## src/rtl/fp_pkg.sv

```systemverilog
// Shared float32 / int32 constants and enums for the FP conversion blocks.
package fp_pkg;
  localparam int FP32_EXP_W   = 8;
  localparam int FP32_MANT_W  = 23;
  localparam int FP32_BIAS    = 127;
  localparam int FP32_EXP_MAX = 255;

  localparam logic [31:0] INT32_MAX = 32'h7FFF_FFFF;
  localparam logic [31:0] INT32_MIN = 32'h8000_0000;

  typedef enum logic [1:0] {ST_IDLE, ST_SHIFT, ST_NEG, ST_DONE} state_t;

  typedef enum logic [2:0] {
    CLS_NAN, CLS_INF, CLS_ZERO, CLS_SAT, CLS_NEGMIN, CLS_NORMAL
  } cls_t;
endpackage

```

## src/rtl/fp32_classify.sv

```systemverilog
// Combinational float32 decode: class, unbiased exponent, alignment shift count/direction.
module fp32_classify
  import fp_pkg::*;
(
  input  logic              [31:0] f,
  output cls_t                     cls,
  output logic signed       [8:0]  e,
  output logic              [4:0]  cnt,
  output logic                     dir_left
);
  logic [FP32_EXP_W-1:0]  ex;
  logic [FP32_MANT_W-1:0] mant;

  assign ex   = f[30:23];
  assign mant = f[22:0];
  assign e    = $signed({1'b0, ex}) - 9'(FP32_BIAS);

  // Priority classification; shift count only meaningful for CLS_NORMAL.
  // |e-23| = |ex-150|, and 150 mod 32 = 22, so 5-bit arithmetic on ex[4:0] is exact for 0..23.
  always_comb begin
    cls      = CLS_NORMAL;
    cnt      = 5'd0;
    dir_left = 1'b0;
    if (ex == 8'(FP32_EXP_MAX) && mant != '0)  cls = CLS_NAN;
    else if (ex == 8'(FP32_EXP_MAX))           cls = CLS_INF;
    else if (ex == '0 || e < 9'sd0)            cls = CLS_ZERO;
    else if (f == 32'hCF00_0000)               cls = CLS_NEGMIN;
    else if (e >= 9'sd31)                      cls = CLS_SAT;
    else if (e > 9'sd23) begin
      dir_left = 1'b1;
      cnt      = ex[4:0] - 5'd22;
    end else begin
      cnt      = 5'd22 - ex[4:0];
    end
  end
endmodule

```

## src/rtl/fp32_to_int32_iter.sv

```systemverilog
// Iterative float32 -> int32 converter (truncate toward zero, saturating),
// using a STEP-bits-per-cycle shift register instead of a barrel shifter.
module fp32_to_int32_iter
  import fp_pkg::*;
#(
  parameter int STEP = 1
) (
  input  logic        clk,
  input  logic        rst,
  input  logic        in_valid,
  output logic        in_ready,
  input  logic [31:0] in_float,
  output logic        out_valid,
  input  logic        out_ready,
  output logic [31:0] out_int,
  output logic        out_ovf,
  output logic        out_nan
);
  localparam logic [4:0] STEP5 = 5'(STEP);

  state_t             state, state_nx;
  cls_t               c_cls;
  logic signed [8:0]  c_e;
  logic [4:0]         c_cnt;
  logic               c_left;

  logic               sgn, left;
  logic [31:0]        mag;
  logic [4:0]         cnt;
  logic [2:0]         amt;

  fp32_classify u_cls (
    .f        (in_float),
    .cls      (c_cls),
    .e        (c_e),
    .cnt      (c_cnt),
    .dir_left (c_left)
  );

  assign in_ready  = (state == ST_IDLE);
  assign out_valid = (state == ST_DONE);
  assign amt       = (cnt < STEP5) ? cnt[2:0] : STEP5[2:0];

  // State register
  always_ff @(posedge clk) begin
    if (rst) state <= ST_IDLE;
    else     state <= state_nx;
  end

  // Next-state: specials finish in one cycle, e==23 skips alignment
  always_comb begin
    state_nx = state;
    case (state)
      ST_IDLE:  if (in_valid) begin
                  if (c_cls != CLS_NORMAL) state_nx = ST_DONE;
                  else if (c_e == 9'sd23)  state_nx = ST_NEG;
                  else                     state_nx = ST_SHIFT;
                end
      ST_SHIFT: if (cnt == {2'b00, amt}) state_nx = ST_NEG;
      ST_NEG:   state_nx = ST_DONE;
      ST_DONE:  if (out_ready) state_nx = ST_IDLE;
      default:  state_nx = ST_IDLE;
    endcase
  end

  // Datapath: latch operand, align by shifting, negate, hold result through DONE
  always_ff @(posedge clk) begin
    if (rst) begin
      sgn     <= 1'b0;
      left    <= 1'b0;
      mag     <= '0;
      cnt     <= '0;
      out_int <= '0;
      out_ovf <= 1'b0;
      out_nan <= 1'b0;
    end else begin
      case (state)
        ST_IDLE: if (in_valid) begin
          sgn  <= in_float[31];
          left <= c_left;
          cnt  <= c_cnt;
          mag  <= {8'b0, 1'b1, in_float[22:0]};
          case (c_cls)
            CLS_NAN:    begin out_int <= '0;        out_ovf <= 1'b0; out_nan <= 1'b1; end
            CLS_INF,
            CLS_SAT:    begin out_int <= in_float[31] ? INT32_MIN : INT32_MAX;
                              out_ovf <= 1'b1; out_nan <= 1'b0; end
            CLS_ZERO:   begin out_int <= '0;        out_ovf <= 1'b0; out_nan <= 1'b0; end
            CLS_NEGMIN: begin out_int <= INT32_MIN; out_ovf <= 1'b0; out_nan <= 1'b0; end
            default: ;
          endcase
        end
        ST_SHIFT: begin
          mag <= left ? (mag << amt) : (mag >> amt);
          cnt <= cnt - {2'b00, amt};
        end
        ST_NEG: begin
          out_int <= sgn ? -mag : mag;
          out_ovf <= 1'b0;
          out_nan <= 1'b0;
        end
        default: ;
      endcase
    end
  end
endmodule

```

## config.mk

```make
export PLATFORM = sky130hd
export DESIGN_NAME = fp32_to_int32_iter
export DESIGN_NICKNAME = d
export VERILOG_FILES = /design/src/rtl/fp_pkg.sv /design/src/rtl/fp32_classify.sv /design/src/rtl/fp32_to_int32_iter.sv
export SDC_FILE = /design/constraint.sdc
export NUM_CORES = 1
export LEC_CHECK = 0
export BUFFER_PORTS_ARGS = -buffer_cell sky130_fd_sc_hd__buf_2
export CORE_AREA = 8 8 109 111
export CTS_CLUSTER_SIZE = 20
export DETAILED_ROUTE_END_ITERATION = 10
export DIE_AREA = 0 0 117 119
export HOLD_SLACK_MARGIN = 0.12
export PLACE_DENSITY = 0.7
export SLEW_MARGIN = 20
export SYNTH_ARGS = -nofsm -noshare
export SYNTH_HDL_FRONTEND = slang
export SYNTH_SLANG_ARGS = --single-unit
```

## constraint.sdc

```tcl
create_clock -name clk -period 7.95 [get_ports clk]
set_clock_uncertainty 0.2 [all_clocks]
set_input_delay 1.59 -clock clk [delete_from_list [all_inputs] [get_ports clk]]
set_output_delay 1.59 -clock clk [all_outputs]
set_load 0.01 [all_outputs]
```

# After elaboration in Yosys (flattened, before gate mapping)
# Cells that the tools add are included.
# Widths: inputs -> output; s select.
dict set report totals {
  regBits 75
  out_inout_bits 36
}
dict set report op_classes {
  add_sub_neg 5
  magnitude_cmp 4
  n_eq_ne 18
  shifts 2
  muxes 40
  reduce_logical 18
}
# cell count
set op_table {}
lappend op_table {{$mux 32} 5}
lappend op_table {{$pmux 32 s2} 2}
lappend op_table {{$pmux 32 s3} 1}
lappend op_table {{$mux 5} 7}
lappend op_table {{$eq 32x32->1 const B} 1}
lappend op_table {{$neg 32->32} 1}
lappend op_table {{$shl 32x3->32} 1}
lappend op_table {{$shr 32x3->32} 1}
lappend op_table {{$reduce_bool 23->1} 1}
lappend op_table {{$mux 3} 6}
lappend op_table {{$reduce_and 3->1} 4}
lappend op_table {{$mux 2} 5}
lappend op_table {{$pmux 5 s2} 1}
lappend op_table {{$eq 9x6->1 const B} 1}
lappend op_table {{$ge 9x6->1 const B} 1}
lappend op_table {{$gt 9x6->1 const B} 1}
lappend op_table {{$lt 9x1->1 const B} 1}
lappend op_table {{$sub 8x7->9 const B} 1}
lappend op_table {{$eq 8x8->1 const B} 1}
lappend op_table {{$logic_not 8->1} 1}
lappend op_table {{$mux 1} 8}
lappend op_table {{$pmux 1 s2} 4}
lappend op_table {{$pmux 2 s4} 1}
lappend op_table {{$eq 3x2->1 const B} 2}
lappend op_table {{other kinds (23)} 29}

# Logic depth before layout (Yosys ltp)
# Gate-level depths: netlist (run 1).
dict set report depth {
  depth_word 12
  mapped_depth 10
  depth_no_buf 8
}

# Modules after synthesis
# A second synthesis (run 1) with hierarchy kept.
dict set report unflattened {
  cells_unflattened 610
  hier_area_um2 5037.3
}
# module n_inst cells_per_inst area_per_inst_um2
set by_module_without_submodules {}
lappend by_module_without_submodules {fp32_to_int32_iter 1 523 4345.4}
lappend by_module_without_submodules {fp32_classify 1 87 691.9}

# Worst setup path before layout (run 1)
# No wires, ideal clock.
dict set report synth_path {
  kind {input-to-reg}
  startpoint {input in_float[23]}
  endpoint {register left}
  setup_time_ps 70
  arrival_ps 3538
  required_ps 7680
  path_slack_ps 4142
  stages 9
  path_buffers 1
  cell_sequence {clkbuf_1 inv_1 ha_1 or4bb_1 o22ai_1 a22oi_1 o21a_1 or3_1 a21oi_1}
}
dict set report synth_between {
  elab_chain_cells 8
}
# element line
set synth_rtl {}
lappend synth_rtl {{start, declared} fp32_to_int32_iter.sv:12} ;# input logic [31:0] in_float,
lappend synth_rtl {{$sub 8x7->9} fp32_classify.sv:16} ;# assign e = $signed({1'b0, ex}) - 9'(FP32_BIAS);
lappend synth_rtl {{$gt 9x6->1} fp32_classify.sv:29} ;# else if (e > 9'sd23) begin
lappend synth_rtl {{$mux 1} fp32_classify.sv:29}
lappend synth_rtl {{$mux 1} fp32_classify.sv:28} ;# else if (e >= 9'sd31) cls = CLS_SAT;
lappend synth_rtl {{$mux 1} fp32_classify.sv:27} ;# else if (f == 32'hCF00_0000) cls = CLS_NEGMIN;
lappend synth_rtl {{$mux 1} fp32_classify.sv:26} ;# else if (ex == '0 || e < 9'sd0) cls = CLS_ZERO;
lappend synth_rtl {{$mux 1} fp32_classify.sv:25} ;# else if (ex == 8'(FP32_EXP_MAX)) cls = CLS_INF;
lappend synth_rtl {{$mux 1 (*)} fp32_classify.sv:24} ;# if (ex == 8'(FP32_EXP_MAX) && mant != '0) cls = CLS_NAN;
lappend synth_rtl {{end signal, assigned} fp32_to_int32_iter.sv:80} ;# left <= c_left;
lappend synth_rtl {{end, declared} fp32_to_int32_iter.sv:27} ;# logic sgn, left;
# Mark *: on every way between the ends. The rest lies on a longest branch, timed or not.
# A chain may end at the register's enable or synchronous reset.

# Worst setup path in the final report (run 1)
dict set report layout_path {
  startpoint {input in_float[25]}
  endpoint {register out_int[31]}
}
dict set report layout_between {
  elab_chain_cells 12
}
# element line
set layout_rtl {}
lappend layout_rtl {{$sub 8x7->9} fp32_classify.sv:16}
lappend layout_rtl {{$ge 9x6->1} fp32_classify.sv:28}
lappend layout_rtl {{$mux 3} fp32_classify.sv:28}
lappend layout_rtl {{$mux 3} fp32_classify.sv:27}
lappend layout_rtl {{$mux 3} fp32_classify.sv:26}
lappend layout_rtl {{$mux 3} fp32_classify.sv:25}
lappend layout_rtl {{$mux 3 (*)} fp32_classify.sv:24}
lappend layout_rtl {{$eq 3x2->1, or another cell as far along} fp32_to_int32_iter.sv:83} ;# case (c_cls)
lappend layout_rtl {{$reduce_or 2->1, on equally long branches} n/a}
lappend layout_rtl {{$pmux 32 s3} fp32_to_int32_iter.sv:83}
lappend layout_rtl {{$mux 32} fp32_to_int32_iter.sv:78} ;# ST_IDLE: if (in_valid) begin
lappend layout_rtl {{$pmux 32 s2} fp32_to_int32_iter.sv:77} ;# case (state)
lappend layout_rtl {{end signal, assigned} fp32_to_int32_iter.sv:86} ;# CLS_SAT: begin out_int <= in_float[31] ? INT32_MIN : INT32_MAX;
lappend layout_rtl {{end signal, assigned} fp32_to_int32_iter.sv:98} ;# out_int <= sgn ? -mag : mag;
lappend layout_rtl {{end, declared} fp32_to_int32_iter.sv:15} ;# output logic [31:0] out_int,
# Mark *: on every way between the ends. The rest lies on a longest branch, timed or not. The select of a mux whose other input is x is not followed.

==> results of run 1 <==
==> worst register-to-register path: cells and delay by family (launching register included) <==
| family | cells | cell delay (ns) |
|---|---|---|
| adders and majority gates | 1 | 0.16 |
| AOI/OAI and AO/OA | 3 | 0.81 |
| and+or+nand+nor | 4 | 1.46 |
| DFF | 1 | 0.34 |
==> final cells by class <==
cell class	count	share of cell area [%]
well taps	136	3.09
clock buffers	10	2.32
multi-input cells	459	56.9
flip-flops and latches	75	27.3
inverters	20	1.36
clock inverters	6	1.61
repair buffers	78	7.41
==> registers in the layout, summed over array words and instances, names as in the netlist <==
| name | flops |
|---|---|
| left | 1 |
| out_int | 32 |
| out_ovf | 1 |
| cnt | 5 |
| state | 2 |
| sgn | 1 |
| mag | 32 |
| out_nan | 1 |
==> cells by family after synthesis <==
group                    after synthesis  synth area share [%]
AND/OR/NAND/NOR                      179                  19.1
buffers and inverters                 75                  6.73
XOR/XNOR                              30                  5.31
AO/OA/AOI/OAI                        207                  28.6
flip-flops                            75                  30.3
adder cells (fa/ha/maj)               12                  3.03
multiplexers                          31                  6.90
==> metal layers <==
metal | wire, um | up-vias | part of all wire [%] | global-route usage, %
li1 | - | 2360 | - | -
met4 | 159 | 0 | 1.2 | 5.28
met5 | 0 | - | 0 | 0
met2 | 6040 | 161 | 46 | 29.5
met1 | 6240 | 2241 | 47 | 25.6
met3 | 728 | 20 | 5.5 | 3.03
==> cells in the final DEF, fill, tap and decap left out, types with 9 or more instances in the layout <==
| cell type | instances |
|---|---|
| clkbuf_8 | 9 |
| nor4_1 | 11 |
| nor2_1 | 34 |
| a211oi_1 | 34 |
| dfxtp_1 | 75 |
| a22oi_1 | 29 |
| nor3_1 | 40 |
| o21ai_0 | 18 |
| inv_1 | 20 |
| a21oi_1 | 61 |
| xnor2_1 | 25 |
| ha_1 | 12 |
| mux2_2 | 25 |
| buf_2 | 71 |
| o31ai_1 | 11 |
| nand2_1 | 39 |
==> path summary, 6_finish.rpt <==
check / startpoint / endpoint / slack, ns / cells past startpoint
worst min-delay path: left / left / 0.25 / 2
worst max register to register: cnt[1] / state[1] / 4.92 / 8
worst min register to register: left / left / 0.25 / 2
worst max-delay path: in_float[25] / out_int[31] / 3.98 / 8
==> per-stage QoR <==
| step | utilization [%] | power (mW) | worst slack (ns) | hold slack (ns) |
|---|---|---|---|---|
| 2_1_floorplan | - | 1.28 | 4.14 | 0.279 |
| 3_3_place_gp | 52.3 | 1.50 | 3.51 | 0.240 |
| 3_5_place_dp | 52.3 | 1.52 | 3.44 | 0.243 |
| 4_1_cts | 54.5 | 1.84 | 3.82 | 0.255 |
| 5_1_grt | 54.5 | 1.98 | 3.82 | 0.300 |
| 6_report | 54.5 | 1.84 | 3.98 | 0.255 |
==> power breakdown <==
| group | internal (mW) | total [mW] | switching (mW) |
|---|---|---|---|
| Combinational | 0.354 | 0.910 | 0.555 |
| Sequential | 0.486 | 0.602 | 0.116 |
| Clock | 0.177 | 0.329 | 0.151 |
==> impl_metrics.json, run 1 <==
{
  "cts.clk_slew.worst_paths_ns": 0.08,
  "p_leak_nw": 2.07,
  "crit_buf_inv": 1,
  "postCtsSetupBuffers": 0,
  "drc": 0,
  "ys_warn_count": 0,
  "synth_common_cells": "dfxtp_1, a21oi_1, clkbuf_1, nand2_1, nor3_1",
  "grt_pass1_vias": 4404,
  "synth_seq_area_share_pct": 30.3,
  "fp.dieH_um": 119,
  "yosysUniqueCellTypes": 69,
  "die_area_um2": 13900,
  "crit_fanout": 34,
  "rsz0062_at_grt": "false",
  "routed-via-count": 4782,
  "synth_most_common_cell": "dfxtp_1",
  "dp.cells": 768,
  "root_buffer": "clkbuf_8",
  "maxCapViolations": 0,
  "antenna_found_initial": 0,
  "firstDrtPassIters": 5,
  "wl_per_cell_um": 16.8,
  "multi_input_area_um2": 3130,
  "async_flop_share_pct": 0,
  "hold_path_class": "flop to flop",
  "grt_pass1_wl_um": 21600,
  "fp.coreArea_um2": 10100,
  "fmax_mhz": 252,
  "clockBufferDepth": 2,
  "status": "finished clean",
  "first_iter_violations": 542,
  "critPathArrivalTime_ns": 4.04,
  "place_area_um2": 5280,
  "instances_no_fill": 784,
  "fin_tns_setup_ns": 0,
  "grt_overflow": 0,
  "fin_nets": 691,
  "clock-sinks": 75,
  "max_slew_margin_pct": 35.2,
  "synth-edff-count": 0,
  "vdd_ir_drop_max_mv": 0.219,
  "area_delta_synth_final_pct": 11.2,
  "grt_use_total_pct": 18.7,
  "avgSynthCellArea_um2": 8.13,
  "cp.required_ns": 8.01,
  "worstSetupPathType": "primary input to flop",
  "finalWirelength_um": 13200,
  "die_w_um": 117,
  "drive_above_1_share_pct": 21.1,
  "register_area_um2": 1500,
  "place_congestion": 0.934,
  "startpoint_type": "primary input",
  "dominantRegCellSynth": "dfxtp_1",
  "placementRows": 37,
  "ctsResizeCount": 0,
  "cp-end-kind": "flop",
  "syn_area_um2": 4950,
  "crit_family": "compound AO/OA/AOI/OAI gates",
  "hold_viol": 0,
  "n_fill_cell": 995,
  "vias_per_cell": 6.10,
  "period_minus_slack_ns": 3.97,
  "grt_max_degree": 81,
  "cts_max_level": 3,
  "cts_buffers": 9,
  "start_util_pct": 49.0,
  "cellPowerDensity_nw_per_um2": 334,
  "fin_area_um2": 5500,
  "fin_crit_sh_pct": 50.0,
  "hpwl_um": 9480,
  "crit_top_cell": "nor3_1",
  "diodes": 0,
  "worst_path_max_delay_cell": "a31oi_4",
  "synth_nets": 657,
  "antenna_left": 0,
  "cts_tree": "done",
  "cts-hold-fix-buffers": 0,
  "setup_viol_count_final": 0,
  "worstPathCellList": "buf_2 > ha_1 > nand4b_1 > nor3_1 > nand3_1 > a31oi_4 > nor3_1 > a311oi_2",
  "drv_slew": 0,
  "io_pins": 72,
  "worst_skew_pair.late_latency_ns": 0.36,
  "synth_top_area_cell": "dfxtp_1",
  "ys_ff_latch": 75,
  "worst_slew_pin_slew_ns": 0.970,
  "synth.top_cell.area_share_pct": 30.3,
  "syn_inst": 609,
  "yosys-top-cells-area": "dfxtp_1, a21oi_1, mux2_2, a211oi_1, xnor2_1",
  "cp_slowest_stage_delay_ns": 0.80,
  "io_buffers": 71
}
Power figures use the tool's default switching activity.
==> run 2, diff against run 1 <==
--- a/config.mk
+++ b/config.mk
@@ -11,7 +11,7 @@
 export DETAILED_ROUTE_END_ITERATION = 10
 export DIE_AREA = 0 0 117 119
 export HOLD_SLACK_MARGIN = 0.12
-export PLACE_DENSITY = 0.7
+export PLACE_DENSITY = 0.73
 export SLEW_MARGIN = 20
 export SYNTH_ARGS = -nofsm -noshare
 export SYNTH_HDL_FRONTEND = slang
==> constraint.sdc (replaced) <==
create_clock -name clk -period 3.35 [get_ports clk]
set_clock_uncertainty 0.2 [all_clocks]
set_input_delay 0.67 -clock clk [delete_from_list [all_inputs] [get_ports clk]]
set_output_delay 0.67 -clock clk [all_outputs]
set_load 0.01 [all_outputs]
==> impl_metrics.json, run 2 (same netlist as run 1, synthesis figures left out) <==
{
  "timing.final.ws_setup_ns": 0.255,
  "hold_path_class": "flop to flop",
  "fin_tns_setup_ns": 0,
  "cp_slowest_stage_delay_ns": 0.58,
  "start_util_pct": 49.0,
  "grt_max_degree": 56,
  "reg_top3": "mag x32, out_int x32, cnt x5",
  "cellPowerDensity_nw_per_um2": 805,
  "fin_crit_sh_pct": 92.4,
  "grt_use_total_pct": 18.9,
  "drc": 0,
  "finalWirelength_um": 13400,
  "hpwl_um": 9730,
  "fp.coreArea_um2": 10100,
  "clockBufferDepth": 2,
  "antenna_left": 0,
  "grt_pass1_wl_um": 21900,
  "r2r_end": "state[1]",
  "critPathArrivalTime_ns": 3.16,
  "wl_per_cell_um": 16.9,
  "instances_no_fill": 792,
  "crit_fanout": 5,
  "drive_above_1_share_pct": 21.8,
  "worstSetupPathType": "flop to flop",
  "dp.cells": 776,
  "area_delta_synth_final_pct": 13.6,
  "root_buffer": "clkbuf_8",
  "holdPathEnd": "out_ovf",
  "final_common_cell": "dfxtp_1",
  "crit_family": "simple AND/OR/NAND/NOR gates",
  "max_slew_margin_pct": 32.0,
  "grt_pass1_vias": 4497,
  "maxCapViolations": 0,
  "firstDrtPassIters": 5,
  "cts.clk_slew.worst_paths_ns": 0.08,
  "p_leak_nw": 2.13,
  "placementRows": 37,
  "die_w_um": 117,
  "pre_cts_slack_ns": 0.283,
  "cts-hold-fix-buffers": 0,
  "ctsResizeCount": 0,
  "cts_max_level": 3,
  "fp.dieH_um": 119,
  "reg2reg_from": "cnt[1]",
  "setup_viol_count_final": 0,
  "cts_buffers": 9,
  "io_pins": 72,
  "cts_tree": "done",
  "min-delay-start": "out_ovf",
  "startpoint_type": "flop",
  "postCtsSetupBuffers": 0,
  "rsz0062_at_grt": "false",
  "fin_nets": 699,
  "place_congestion": 0.861,
  "hold_depth": 2,
  "worstPathCellList": "or3_1 > or2_2 > nand2b_1 > ha_1 > or4b_2 > a222oi_1 > o221ai_1 > a21oi_1",
  "ff2ff_path_depth": 8,
  "first_iter_violations": 398,
  "status": "finished clean",
  "antenna_found_initial": 0,
  "hold_viol": 0,
  "cp-end-kind": "flop",
  "period_minus_slack_ns": 3.09,
  "final_cell_mix": "dfxtp_1, buf_2, a21oi_1",
  "diodes": 0,
  "worst_slew_pin_slew_ns": 1.02,
  "vias_per_cell": 6.12,
  "worst_skew_pair.late_latency_ns": 0.35,
  "rrSetupSlack_ns": 0.26,
  "worst_path_max_delay_cell": "or4b_2",
  "cp.required_ns": 3.42,
  "fmax_mhz": 323,
  "vdd_ir_drop_max_mv": 0.453,
  "die_area_um2": 13900,
  "clock-sinks": 75,
  "routed-via-count": 4847,
  "crit_buf_inv": 0,
  "grt_overflow": 0,
  "io_buffers": 71,
  "drv_slew": 0
}
run 2: metal layers:
metal	routed length, um	GRT usage, %	share of wire [%]
met3	948	4.60	7.1
met5	0	0	0
met1	6040	24.9	45
met2	6250	30.5	47
met4	152	4.24	1.1
run 2: through the flow:
step	cell area [um^2]	util (%)	hold slack, ns	power (mW)
after CTS	5620	55.7	0.285	4.53
after detailed placement	5380	53.3	0.269	3.68
after global routing	5620	55.7	0.310	4.86
after floorplan	4950	-	0.279	3.03
final	5620	55.7	0.280	4.52
after global placement	5380	53.3	0.253	3.61
run 2: worst min-delay path, cell delays in order, from the launching register on:
cell,delay [ns]
dfxtp_1,0.32
nand3_1,0.06
a21oi_1,0.05
run 2: how the worst max path moves through the flow:
stage / slack, ns / endpoint / startpoint / cells past startpoint
2_1_floorplan: 0.46 / left / in_float[23] / 9
3_3_place_gp: 0.35 / left / in_float[23] / 9
3_5_place_dp: 0.28 / out_int[9] / in_float[23] / 9
4_1_cts: 0.30 / state[1] / cnt[1] / 8
5_1_grt: 0.09 / state[1] / cnt[1] / 8
6_report: 0.26 / state[1] / cnt[1] / 8
run 2: cell type report:
| cell class | instances | area (um^2) |
|---|---|---|
| clock inverter | 6 | 114 |
| timing repair buffer | 86 | 505 |
| sequential | 75 | 1500 |
| tap | 136 | 170 |
| inverter | 20 | 75.1 |
| multi-input combinational | 459 | 3130 |
| fill | 974 | 4470 |
| clock buffer | 10 | 128 |
run 2: power breakdown:
part	leakage, nW	internal, mW	switching [mW]
Combinational	1.40	0.907	1.33
Clock	0.113	0.496	0.350
Sequential	0.615	1.15	0.280
Total	2.13	2.56	1.96
